**src/rtl/store_buffer_pkg.sv**
```systemverilog
// Shared types for the posted-write store buffer: entry layout, drain FSM states, default depth.
package store_buffer_pkg;

  localparam int unsigned SB_DEPTH = 4;

  typedef struct packed {
    logic [29:0] adr;
    logic [31:0] data;
    logic [3:0]  be;
  } sb_entry_t;

  typedef enum logic {
    IDLE = 1'b0,
    BUSY = 1'b1
  } sb_state_e;

endpackage

```
**src/rtl/sb_match.sv**
```systemverilog
// Youngest-match word-address compare across the occupied entries of the store buffer.
module sb_match
  import store_buffer_pkg::*;
#(
  parameter int unsigned DEPTH = SB_DEPTH
) (
  input  sb_entry_t [DEPTH-1:0]        entries_i,
  input  logic [$clog2(DEPTH)-1:0]     rd_ptr_i,
  input  logic [$clog2(DEPTH):0]       count_i,
  input  logic                         lookup_i,
  input  logic [29:0]                  adr_i,
  output logic                         hit_o,
  output logic [$clog2(DEPTH)-1:0]     index_o,
  output logic                         full_word_o
);

  localparam int unsigned PW = $clog2(DEPTH);
  localparam int unsigned CW = $clog2(DEPTH) + 1;

  logic [PW-1:0] idx;

  // Walk oldest to youngest so the last match seen is the youngest one.
  always_comb begin
    hit_o       = 1'b0;
    index_o     = '0;
    full_word_o = 1'b0;
    idx         = '0;
    if (lookup_i) begin
      for (int unsigned k = 0; k < DEPTH; k++) begin
        idx = rd_ptr_i + PW'(k);
        if ((CW'(k) < count_i) && (entries_i[idx].adr == adr_i)) begin
          hit_o       = 1'b1;
          index_o     = idx;
          full_word_o = (entries_i[idx].be == 4'b1111);
        end
      end
    end
  end

endmodule

```
**src/rtl/store_buffer.sv**
```systemverilog
// Posted-write store buffer: in-order FIFO drained over req/ack, with load-hit detection.
// Define STORE_BUFFER_FWD_EN to forward full-word hits to loads instead of flagging a conflict.
module store_buffer
  import store_buffer_pkg::*;
#(
  parameter int unsigned DEPTH = SB_DEPTH
) (
  input  logic                     clk,
  input  logic                     reset,
  input  logic                     memwrite,
  input  logic [31:0]              dataadr,
  input  logic [31:0]              writedata,
  input  logic [3:0]               byteen,
  output logic                     stall,
  input  logic                     ld_valid,
  input  logic [31:0]              ld_adr,
  output logic                     fwd_hit,
  output logic [31:0]              fwd_data,
  output logic                     ld_conflict,
  output logic                     mem_req,
  output logic [31:0]              mem_adr,
  output logic [31:0]              mem_wdata,
  output logic [3:0]               mem_be,
  input  logic                     mem_ack,
  output logic                     empty,
  output logic [$clog2(DEPTH):0]   count
);

  localparam int unsigned PW = $clog2(DEPTH);
  localparam int unsigned CW = $clog2(DEPTH) + 1;

  sb_entry_t [DEPTH-1:0] mem_q;
  logic [PW-1:0]         wr_ptr_q, wr_ptr_d;
  logic [PW-1:0]         rd_ptr_q, rd_ptr_d;
  logic [CW-1:0]         count_q, count_d;
  sb_state_e             state_q, state_d;

  logic      full, push, pop;
  sb_entry_t head;
  logic      m_hit, m_full;
  logic [PW-1:0] m_idx;

  assign full  = (count_q == CW'(DEPTH));
  // Zero-byte-enable stores are acknowledged to the core but never queued.
  assign push  = memwrite & ~full & (|byteen);
  assign pop   = mem_req & mem_ack;
  assign stall = memwrite & full;

  assign head      = mem_q[rd_ptr_q];
  assign mem_req   = (state_q == BUSY);
  assign mem_adr   = {head.adr, 2'b00};
  assign mem_wdata = head.data;
  assign mem_be    = head.be;
  assign empty     = (count_q == '0);
  assign count     = count_q;

  always_comb begin
    wr_ptr_d = wr_ptr_q;
    rd_ptr_d = rd_ptr_q;
    count_d  = count_q;
    if (push) wr_ptr_d = wr_ptr_q + PW'(1);
    if (pop)  rd_ptr_d = rd_ptr_q + PW'(1);
    case ({push, pop})
      2'b10:   count_d = count_q + CW'(1);
      2'b01:   count_d = count_q - CW'(1);
      default: count_d = count_q;
    endcase
  end

  always_comb begin
    state_d = state_q;
    case (state_q)
      IDLE:    if (push) state_d = BUSY;
      BUSY:    if (pop && (count_q == CW'(1)) && !push) state_d = IDLE;
      default: state_d = IDLE;
    endcase
  end

  always_ff @(posedge clk or negedge reset) begin
    if (!reset) begin
      mem_q    <= '0;
      wr_ptr_q <= '0;
      rd_ptr_q <= '0;
      count_q  <= '0;
      state_q  <= IDLE;
    end else begin
      if (push) mem_q[wr_ptr_q] <= '{adr: dataadr[31:2], data: writedata, be: byteen};
      wr_ptr_q <= wr_ptr_d;
      rd_ptr_q <= rd_ptr_d;
      count_q  <= count_d;
      state_q  <= state_d;
    end
  end

  sb_match #(.DEPTH(DEPTH)) u_match (
    .entries_i   (mem_q),
    .rd_ptr_i    (rd_ptr_q),
    .count_i     (count_q),
    .lookup_i    (ld_valid),
    .adr_i       (ld_adr[31:2]),
    .hit_o       (m_hit),
    .index_o     (m_idx),
    .full_word_o (m_full)
  );

`ifdef STORE_BUFFER_FWD_EN
  logic unused_bits;
  assign unused_bits = ^{dataadr[1:0], ld_adr[1:0]};
  assign fwd_hit     = m_hit & m_full;
  assign fwd_data    = (m_hit & m_full) ? mem_q[m_idx].data : '0;
  assign ld_conflict = m_hit & ~m_full;
`else
  logic unused_bits;
  assign unused_bits = ^{dataadr[1:0], ld_adr[1:0], m_idx, m_full};
  assign fwd_hit     = 1'b0;
  assign fwd_data    = '0;
  assign ld_conflict = m_hit;
`endif

endmodule

```
**config.mk**
```make
export PLATFORM = sky130hd
export DESIGN_NAME = store_buffer
export DESIGN_NICKNAME = d
export VERILOG_FILES = /design/src/rtl/store_buffer_pkg.sv /design/src/rtl/sb_match.sv /design/src/rtl/store_buffer.sv
export SDC_FILE = /design/constraint.sdc
export NUM_CORES = 1
export LEC_CHECK = 0
export ABC_CLOCK_PERIOD_IN_PS = 7180
export CORE_UTILIZATION = 45
export CTS_CLUSTER_SIZE = 25
export DETAILED_ROUTE_END_ITERATION = 7
export PLACE_DENSITY_LB_ADDON = 0.2
export SLEW_MARGIN = 25
export SYNTH_ARGS = -nofsm -noshare
export SYNTH_HDL_FRONTEND = slang
export SYNTH_SLANG_ARGS = --single-unit
```
**constraint.sdc**
```tcl
create_clock -name clk -period 7.18 [get_ports clk]
set_input_delay 1.436 -clock clk [delete_from_list [all_inputs] [get_ports clk]]
set_output_delay 1.436 -clock clk [all_outputs]
set_load 0.03 [all_outputs]
```
==> results of run 1 <==
## routing by layer
| layer | part of all wire (%) | up-vias |
|---|---|---|
| met1 | 43 | 5311 |
| met2 | 49 | 282 |
| met3 | 5.9 | 67 |
| li1 | - | 4499 |
| met5 | 0.083 | - |
| met4 | 2.3 | 6 |
## critical path, stage by stage (launching register included)
cell and delay (ps):
dfrtp_4 1000, buf_4 360, mux4_2 540, xnor2_1 470
nand4_1 150, nor4_1 580, nand4_1 210, a41oi_2 330
clkdlybuf4s50_1 730
## area by class of cell
cell class / instances / area, um^2
flip-flops and latches: 272 / 6810
multi-input cells: 747 / 8520
well taps: 455 / 569
fillers: 2925 / 15800
clock inverters: 14 / 189
clock buffers: 44 / 905
inverters: 15 / 56.3
repair buffers: 197 / 1960
## state kept, by name, indices dropped and copies added, names as in the netlist
register,flops
rd_ptr_q,2
wr_ptr_q,2
count,3
mem_req,1
mem_q,264
## power groups by stage
stage | registers [uW] | logic, uW | clock network [uW]
after floorplan | 2750 | 4690 | 0
after global placement | 3030 | 6210 | 0
after detailed placement | 3080 | 6260 | 0
after CTS | 3060 | 6290 | 1730
after global routing | 3190 | 6600 | 1790
final | 3070 | 6240 | 1690
## kinds of logic after synthesis
| logic type | Yosys count | synth area share, % |
|---|---|---|
| mux | 458 | 40.0 |
| fa+ha+maj | 9 | 0.702 |
| xor+xnor | 105 | 5.73 |
| other cells | 1 | 0.0234 |
| flops | 272 | 42.4 |
| compound gates | 70 | 3.38 |
| buf+inv | 143 | 5.44 |
| simple gates | 70 | 2.27 |
## synthesized netlist by cell type (all sizes together) (9+ instances only)
library cell / number
buf: 102
xor2: 19
nand2: 20
mux4: 114
mux2: 273
nand4: 16
inv: 15
a21oi: 11
o2111ai: 11
ha: 9
dfrtp: 272
mux2i: 71
clkbuf: 26
xnor2: 86
nor4: 9
## per-stage QoR
| step | std cells | hold WS [ps] | area (um^2) | utilization, % | total power, uW |
|---|---|---|---|---|---|
| after floorplan | 1162 | 474 | 16200 | - | 7430 |
| after global placement | 1685 | 481 | 17900 | 51.4 | 9240 |
| after detailed placement | 1685 | 488 | 17900 | 51.4 | 9350 |
| after CTS | 1743 | 502 | 19000 | 54.6 | 11100 |
| after global routing | 1744 | 507 | 19000 | 54.7 | 11600 |
| final | 1744 | 497 | 19000 | 54.7 | 11000 |
## how the worst max path moves through the flow
stage,cells after the start,to,slack (ps)
floorplan,7,ld_conflict,2690
global placement,7,ld_conflict,1260
detailed placement,7,ld_conflict,1250
CTS,8,ld_conflict,820
global route,8,ld_conflict,630
finish,8,ld_conflict,760
==> out/results.txt, run 1 <==
Crit path required time: 5740 ps
Avg Inst Size Synth: 14.2 um^2
Antenna-violating nets left: 0
Layout cell share with drive strength beyond 1: 35.2%
Via Count: 10200
Most Crowded Layer GR: met2
Setup crit end kind: output pin
Endpoint, Worst Hold: mem_q[140]
Synth Register Bits: 272
R2r startpoint: count[0]
CTS Buffer Depth: 3
Tightest Pin Transition: 923 ps
Root buf cell: clkbuf_16
Synth warn: 0
Max_slew headroom: 38.5%
Hold wc startpoint: mem_q[140]
Worst r2r path cells: 7
Setup WS pre-CTS: 1250 ps
Grt ovf: 0
Min cycle time layout: 6420 ps
Pwr dens: 578 mW/mm^2
Critical Path AT: 4990 ps
Async set or reset register ratio after synthesis: 100%
Status: finished clean
Internal cell power: 6570 uW
Number of global-route vias before repair: 10600
Hold buffers post-CTS: 0
DIE AREA: 0.0364 mm^2
Vias/cell: 5.83
CTS Buf Count: 31
Combinational power share: 56.8%
P&R area growth vs syn: 18.5%
RSZ-0062 raised after global routing: no
Clk pin slew, worst setup/hold paths: 60 ps
Inserted Diodes: 0
Met3 Track Usage GR: 4.42%
Initial Util: 46.1%
DIE WIDTH: 191 um
Max H-tree Level: 1
CP Launch Type: register
Net Sw Frac: 40.3%
First-pass GRT wire length: 63.1 mm
Final nets: 1378
Cell count after synthesis: 1128
Core area: 0.0348 mm^2
Synth cell types: 49
Crit Path Class: reg -> out
Max-cap viol count: 0
IO buf count: 173
Cell taking the most area after synthesis: dfrtp_1
Post-synth EDFFs: 0
IO Pins: 213
Clock skew: 5.84 ps
Setup ws final: 758 ps
Seq pwr share: 27.9%
Global Route Usage Sum: 22.7%
VDD IR max: 0.353 mV
Commonest non-fill, non-tap cell in the layout: mux2_2
Pin count of the biggest net entering global routing: 146
Leakage power: 0.00774 uW
CTS Sinks: 272
Post-CTS Setup Inserts: 0
DRC: 0
DR pass1 iterations: 5
WL/cell: 23.4 um
Later-pin clock latency in the skew report: 590 ps
Post-CTS sizing: 0
Period utilization: 89.4%
Starting DRT DRC Count: 598
Count of pins over their slew limit: 0
Row count: 68
Synth top area share: 42.4%
NetSw: 4430 uW
Number of setup violations in the final report: 0
Max Freq: 0.156 GHz
GPL Wtd Cong: 0.954
Synth area leaders: dfrtp_1 (42%), mux2_2 (19%), mux4_2 (13%)
Initial antenna violation count: 4
Commonest cells after routing, fill and taps aside: mux2_2 (272), dfrtp_1 (270), clkdlybuf4s50_1 (172)
Routed wire length: 40.8 mm
Cell Area, Synth: 0.0160 mm^2
Final Hold Vio Count: 0
Final TNS setup: 0 ps
Capture point of the worst reg-to-reg path: mem_q[157]
Sequential area share after synthesis: 42.4%
Clock power share: 15.4%
Die Y: 191 um
Worst R2R Setup Slack: 4200 ps
M1 GR Usage: 30.5%
Ys flop type: dfrtp_1
Worst Path Max Fanout: 59
Crit path launch: rd_ptr_q[0]
Post-DP HPWL: 28.0 mm
Hold Path Class: reg -> reg
M2 GR Usage: 37.9%
Hold Path Depth: 1
CTS tree: built
Power figures use the tool's default switching activity.
==> run 2: changes to the inputs <==
--- a/config.mk
+++ b/config.mk
@@ -5,11 +5,12 @@
 export SDC_FILE = /design/constraint.sdc
 export NUM_CORES = 1
 export LEC_CHECK = 0
+export ABC_AREA = 1
 export ABC_CLOCK_PERIOD_IN_PS = 7180
 export CORE_UTILIZATION = 45
 export CTS_CLUSTER_SIZE = 25
 export DETAILED_ROUTE_END_ITERATION = 7
-export PLACE_DENSITY_LB_ADDON = 0.2
+export PLACE_DENSITY = 0.67
 export SLEW_MARGIN = 25
 export SYNTH_ARGS = -nofsm -noshare
 export SYNTH_HDL_FRONTEND = slang
==> out/results.txt, run 2 <==
Crit path top cell by count: nand2_1 (was nand4_1)
Critical path depth in cells: 18 (was 8)
Commonest cells after routing, fill and taps aside: nand2_1 (908), dfrtp_1 (270), inv_1 (246) (was mux2_2 (272), dfrtp_1 (270), clkdlybuf4s50_1 (172))
Number of setup violations in the final report: 0 (unchanged)
Non-filler cells, final: 2908 (was 1744)
Die Y: 194 um (was 191 um)
Async set or reset register ratio after synthesis: 100% (unchanged)
Max_slew headroom: 31.4% (was 38.5%)
Max H-tree Level: 1 (unchanged)
Initial Util: 45.6% (was 46.1%)
DR pass1 iterations: 6 (was 5)
Synth Register Bits: 272 (unchanged)
IO Pins: 213 (unchanged)
VDD IR max: 0.326 mV (was 0.353 mV)
Top delay family on crit path: simple AND/OR/NAND/NOR gates (was buffers and inverters)
Clk pin slew, worst setup/hold paths: 60 ps (about the same)
Via Count: 15500 (was 10200)
DIE WIDTH: 194 um (was 191 um)
Cell taking the most area after synthesis: dfrtp_1 (unchanged)
RSZ-0062 raised after global routing: no (unchanged)
Max-cap viol count: 0 (unchanged)
Max incr delay on CP: 770 ps (was 1000 ps)
Hold Path Depth: 1 (unchanged)
Pin count of the biggest net entering global routing: 118 (was 146)
DRC: 0 (unchanged)
Largest Register: mem_q (unchanged)
Post-CTS Setup Inserts: 0 (unchanged)
Synth top area share: 40.9% (was 42.4%)
Leading cell type by number of instances after synthesis: nand2_1
Max Freq: 0.164 GHz (was 0.156 GHz)
Tightest Pin Transition: 1030 ps (was 923 ps)
# fillers: 3478 (was 2925)
Layout cell share with drive strength beyond 1: 8.86% (was 35.2%)
Min cycle time layout: 6080 ps (was 6420 ps)
Initial antenna violation count: 5 (was 4)
IO buf count: 173 (unchanged)
Critical path, cell by cell: clkinv_2 -> nand2_4 -> nand2_2 -> buf_12 -> nand2_1 -> nand2_1 -> nand2_1 -> nand2_1 -> inv_1 -> nand2_1 -> nor2_1 -> nand2_1 -> nor2_1 -> nand2_1 -> nand2_1 -> nor2_1 -> nor2_1 -> clkdlybuf4s50_1 (was buf_4 -> mux4_2 -> xnor2_1 -> nand4_1 -> nor4_1 -> nand4_1 -> a41oi_2 -> clkdlybuf4s50_1)
Cell count after synthesis: 2301 (was 1128)
Status: finished clean (unchanged)
Final Hold Vio Count: 0 (unchanged)
Worst Path Max Fanout: 56 (was 59)
Synth cell types: 28 (was 49)
Post-synth EDFFs: 0 (unchanged)
Commonest cells in the netlist: nand2_1 (909), dfrtp_1 (272), inv_1 (246), nand3_1 (243), o21ai_0 (180) (was dfrtp_1 (272), mux2_2 (272), mux4_2 (95), xnor2_1 (86), mux2i_1 (71))
Row count: 70 (was 68)
Global Route Usage Sum: 25.9% (was 22.7%)
Slowest-stage cell, CP: dfrtp_4 (unchanged)
Critical path buffer and inverter count: 4 (was 2)
Synth area leaders: dfrtp_1 (41%), nand2_1 (20%), mux2_2 (8.7%) (was dfrtp_1 (42%), mux2_2 (19%), mux4_2 (13%))
DIE AREA: 0.0378 mm^2 (was 0.0364 mm^2)
First-pass GRT wire length: 78.1 mm (was 63.1 mm)
Final nets: 2527 (was 1378)
Final TNS setup: 0 ps (unchanged)
Hold WS: 506 ps (was 497 ps)
Crit Path Class: reg -> out (unchanged)
Max reg flops: 264 (unchanged)
Critical Path AT: 4640 ps (was 4990 ps)
WL/cell: 16.8 um (was 23.4 um)
Routed wire length: 48.7 mm (was 40.8 mm)
CTS tree: built (unchanged)
Worst r2r path cells: 7 (unchanged)
CTS Sinks: 272 (unchanged)
Cell Area, Synth: 0.0167 mm^2 (was 0.0160 mm^2)
Count of pins over their slew limit: 0 (unchanged)
Later-pin clock latency in the skew report: 580 ps (was 590 ps)
CTS Buffer Depth: 3 (unchanged)
Worst R2R Setup Slack: 3990 ps (was 4200 ps)
GPL Wtd Cong: 0.956 (was 0.954)
Starting DRT DRC Count: 1301 (was 598)
Ys flop type: dfrtp_1 (unchanged)
Crit path required time: 5740 ps (about the same)
Clock skew: 7.32 ps (was 5.84 ps)
Synth warn: 0 (unchanged)
Layout Utilization: 54.1% (was 54.7%)
P&R area growth vs syn: 18.6% (was 18.5%)
Sequential area share after synthesis: 40.9% (was 42.4%)
Grt ovf: 0 (unchanged)
Period utilization: 84.7% (was 89.4%)
Setup crit end kind: output pin (unchanged)
Root buf cell: clkbuf_16 (unchanged)
Core area: 0.0365 mm^2 (was 0.0348 mm^2)
Avg Inst Size Synth: 7.24 um^2 (was 14.2 um^2)
Hold Path Class: reg -> reg (unchanged)
Post-CTS sizing: 0 (unchanged)
Leakage power: 0.00972 uW (was 0.00774 uW)
Antenna-violating nets left: 0 (unchanged)
Commonest non-fill, non-tap cell in the layout: nand2_1 (was mux2_2)
Vias/cell: 5.31 (was 5.83)
Pwr dens: 564 mW/mm^2 (was 578 mW/mm^2)
Post-DP HPWL: 32.7 mm (was 28.0 mm)
Placed cell count: 2846 (was 1685)
Number of global-route vias before repair: 14600 (was 10600)
CTS Buf Count: 31 (unchanged)
Hold buffers post-CTS: 0 (unchanged)
CP Launch Type: register (unchanged)
-- run 2: cell types whose count changed after synthesis, moves of 84 or more --
cell / previous run / this run
mux2_2: 272 / 128
xnor2_1: 86 / 2
nand2_1: 20 / 909
nand3_1: 6 / 243
o21ai_0: 7 / 180
inv_1: 15 / 246
mux4_2: 95 / 0
-- run 2: per-layer routing --
layer  global-route usage, %  vias to the layer above  wire [um]
met1                    34.6                     7283      20600
met5                       0                        -         43
li1                        -                     7545          -
met2                    42.7                      539      22800
met3                    5.76                       83       4200
met4                    5.97                        6       1080
-- run 2: report_power, final --
group          switching (uW)  internal [uW]  leakage, uW  total, uW
clock network             669           1070     0.000559       1730
logic                    4240           2370      0.00587       6610
registers                 473           2310      0.00328       2780
-- run 2: kinds of logic (layout without fill, tap and decap cells) --
kind of cell,Yosys count,after routing,share of synthesized area [%]
compound gates,262,262,9.39
xor+xnor,8,8,0.421
fa+ha+maj,9,9,0.676
buf+inv,398,501,10.3
flops,272,272,40.9
mux,128,128,8.66
other cells,1,37,0.0225
simple gates,1223,1223,29.7
-- run 2: path summary, 6_finish.rpt --
path / end / start
worst max-delay path: ld_conflict / rd_ptr_q[0]
worst min-delay path: mem_q[0] / mem_q[0]
worst max register to register: mem_q[97] / count[0]
worst min register to register: mem_q[0] / mem_q[0]
max in group asynchronous: mem_q[261] / reset
min in group asynchronous: mem_q[254] / reset
-- run 2: through the flow --
step                      total power, uW  setup slack [ps]  instance area (um^2)
after floorplan                      7270              3290                 16800
after global placement               9210              1770                 18600
after detailed placement             9360              1740                 18600
after CTS                           11100              1100                 19700
after global routing                12000               738                 19700
final                               11100              1100                 19700
-- run 2: worst register-to-register path: cells and delay by family (launching register included) --
family,cells,cell delay [ps]
adder cells (fa/ha/maj),1,230
multiplexers,1,410
AND/OR/NAND/NOR,1,840
AO/OA/AOI/OAI,2,610
buffers and inverters,2,500
flip-flops,1,470
-- run 2: cell type report --
class                   count  area [um^2]  area share (%)
multi-input cells        1665         8300            42.0
flip-flops and latches    272         6810            34.5
inverters                 250          940            4.76
repair buffers            193         1980            10.0
diodes                      2         5.00          0.0253
well taps                 468          586            2.97
clock inverters            14          213            1.08
clock buffers              44          915            4.63
==> run 3: changes to the inputs <==
--- a/config.mk
+++ b/config.mk
@@ -6,7 +6,7 @@
 export NUM_CORES = 1
 export LEC_CHECK = 0
 export ABC_AREA = 1
-export ABC_CLOCK_PERIOD_IN_PS = 7180
+export ABC_CLOCK_PERIOD_IN_PS = 5600
 export CORE_UTILIZATION = 45
 export CTS_CLUSTER_SIZE = 25
 export DETAILED_ROUTE_END_ITERATION = 7
==> constraint.sdc (replaced) <==
create_clock -name clk -period 5.6 [get_ports clk]
set_input_delay 1.12 -clock clk [delete_from_list [all_inputs] [get_ports clk]]
set_output_delay 1.12 -clock clk [all_outputs]
set_load 0.03 [all_outputs]
==> out/results.txt, run 3 (synthesis results as in run 2) <==
Pwr dens: 720 mW/mm^2 (was 564 mW/mm^2)
Routed wire length: 48.3 mm (was 48.7 mm)
Crit Path Class: reg -> out (unchanged)
Largest Register: mem_q (unchanged)
Hold buffers post-CTS: 0 (unchanged)
Count of pins over their slew limit: 0 (unchanged)
Tightest Pin Transition: 919 ps (was 1030 ps)
Final Hold Vio Count: 0 (unchanged)
IO Pins: 213 (unchanged)
Number of global-route vias before repair: 14600 (about the same)
Layout cell share with drive strength beyond 1: 8.94% (was 8.86%)
Crit path required time: 4480 ps (was 5740 ps)
Antenna-violating nets left: 0 (unchanged)
Max-cap viol count: 0 (unchanged)
VDD IR max: 0.452 mV (was 0.326 mV)
IO buf count: 173 (unchanged)
Min cycle time layout: 5120 ps
Worst r2r path cells: 7 (unchanged)
Commonest cells after routing, fill and taps aside: nand2_1 (908), dfrtp_1 (270), inv_1 (246) (unchanged)
Vias/cell: 5.31 (about the same)
Via Count: 15500 (about the same)
DIE WIDTH: 194 um (unchanged)
R2r startpoint: count[0] (unchanged)
Commonest non-fill, non-tap cell in the layout: nand2_1 (unchanged)
Initial antenna violation count: 5 (unchanged)
Number of setup violations in the final report: 0 (unchanged)
Critical Path AT: 4000 ps (was 4640 ps)
First-pass GRT wire length: 77.2 mm (was 78.1 mm)
DRC: 0 (unchanged)
Max reg flops: 264 (unchanged)
Row count: 70 (unchanged)
CTS tree: built (unchanged)
Later-pin clock latency in the skew report: 610 ps (was 580 ps)
DR pass1 iterations: 8 (was 6)
Final nets: 2531 (was 2527)
P&R area growth vs syn: 18.5% (was 18.6%)
Period utilization: 91.5%
Post-CTS Setup Inserts: 0 (unchanged)
Max H-tree Level: 1 (unchanged)
Crit path launch: rd_ptr_q[1] (was rd_ptr_q[0])
Post-CTS sizing: 0 (unchanged)
Worst Path Max Fanout: 23 (was 56)
RSZ-0062 raised after global routing: no (unchanged)
CTS Buffer Depth: 3 (unchanged)
Grt ovf: 0 (unchanged)
Core area: 0.0365 mm^2 (unchanged)
Tot Pwr: 14200 uW (was 11100 uW)
Global Route Usage Sum: 25.6% (was 25.9%)
Initial Util: 45.6% (unchanged)
CP Launch Type: register (unchanged)
Setup crit end kind: output pin (unchanged)
Max_slew headroom: 38.5% (was 31.4%)
GPL Wtd Cong: 0.967 (was 0.956)
Final TNS setup: 0 ps (unchanged)
Critical Path End: mem_wdata[9] (was ld_conflict)
Capture point of the worst reg-to-reg path: mem_q[169] (was mem_q[97])
Pin count of the biggest net entering global routing: 122 (was 118)
Worst R2R Setup Slack: 2810 ps (was 3990 ps)
Starting DRT DRC Count: 1178 (was 1301)
WL/cell: 16.6 um (was 16.8 um)
Leakage power: 0.00971 uW (was 0.00972 uW)
CTS Sinks: 272 (unchanged)
# fillers: 3378 (was 3478)
Hold Path Class: reg -> reg (unchanged)
Clk pin slew, worst setup/hold paths: 60 ps (about the same)
CTS Buf Count: 31 (unchanged)
Root buf cell: clkbuf_16 (unchanged)
Post-DP HPWL: 32.9 mm (was 32.7 mm)
DIE AREA: 0.0378 mm^2 (unchanged)
Clock skew: 22.8 ps (was 7.32 ps)
Setup ws final: 477 ps (was 1100 ps)
Status: finished clean (unchanged)
Die Y: 194 um (unchanged)
Max Freq: 0.195 GHz
Setup WS pre-CTS: 1120 ps (was 1740 ps)
run 3: changes by cell type in the layout (fill, tap and decap cells not counted):
cell,change
clkdlybuf4s50_1,-1
bufinv_16,-1
buf_4,+7
buf_6,-2
clkinvlp_4,+3
clkinv_2,-5
run 3: critical path, stage by stage, from the launching register on:
cell,delay (ps)
dfrtp_2,700
inv_2,330
nand2_1,190
clkinv_1,680
buf_4,490
a22oi_1,190
o221ai_1,150
clkdlybuf4s50_1,650
run 3: layout make-up:
class / instances / area [um^2] / share of cell area, %
Tap cell: 468 / 586 / 2.97
Clock inverter: 11 / 180 / 0.913
Clock buffer: 44 / 915 / 4.63
Multi-Input combinational cell: 1665 / 8300 / 42.0
Timing Repair Buffer: 197 / 2000 / 10.1
Sequential cell: 272 / 6810 / 34.5
Antenna cell: 2 / 5.00 / 0.0254
Inverter: 250 / 940 / 4.76
run 3: worst min-delay path by stage:
| stage | end | slack [ps] | from | cells after the start |
|---|---|---|---|---|
| floorplan | mem_q[0] | 480 | mem_q[0] | 1 |
| global placement | mem_q[27] | 490 | mem_q[27] | 1 |
| detailed placement | mem_q[1] | 500 | mem_q[1] | 1 |
| CTS | mem_q[22] | 510 | mem_q[22] | 1 |
| global route | mem_q[1] | 510 | mem_q[1] | 1 |
| finish | mem_q[16] | 510 | mem_q[16] | 1 |
run 3: per-stage QoR:
stage	cells	util [%]	hold WS, ps	instance area (um^2)
floorplan	2335	-	481	16800
global placement	2851	50.9	489	18600
detailed placement	2852	51.0	496	18600
CTS	2907	54.0	509	19700
global route	2907	54.0	515	19700
finish	2909	54.0	506	19700
run 3: where the power goes:
| group | leakage (uW) | total, uW | switching, uW | internal, uW |
|---|---|---|---|---|
| Combinational | 0.00590 | 8470 | 5420 | 3050 |
| Clock | 0.000526 | 2170 | 852 | 1320 |
| Sequential | 0.00328 | 3560 | 605 | 2960 |
run 3: metal layers:
layer / share of wire, % / GRT usage, %
met2: 46 / 42.4
met5: 0.081 / 0
met3: 8.4 / 5.80
met1: 43 / 33.5
met4: 2.6 / 7.11
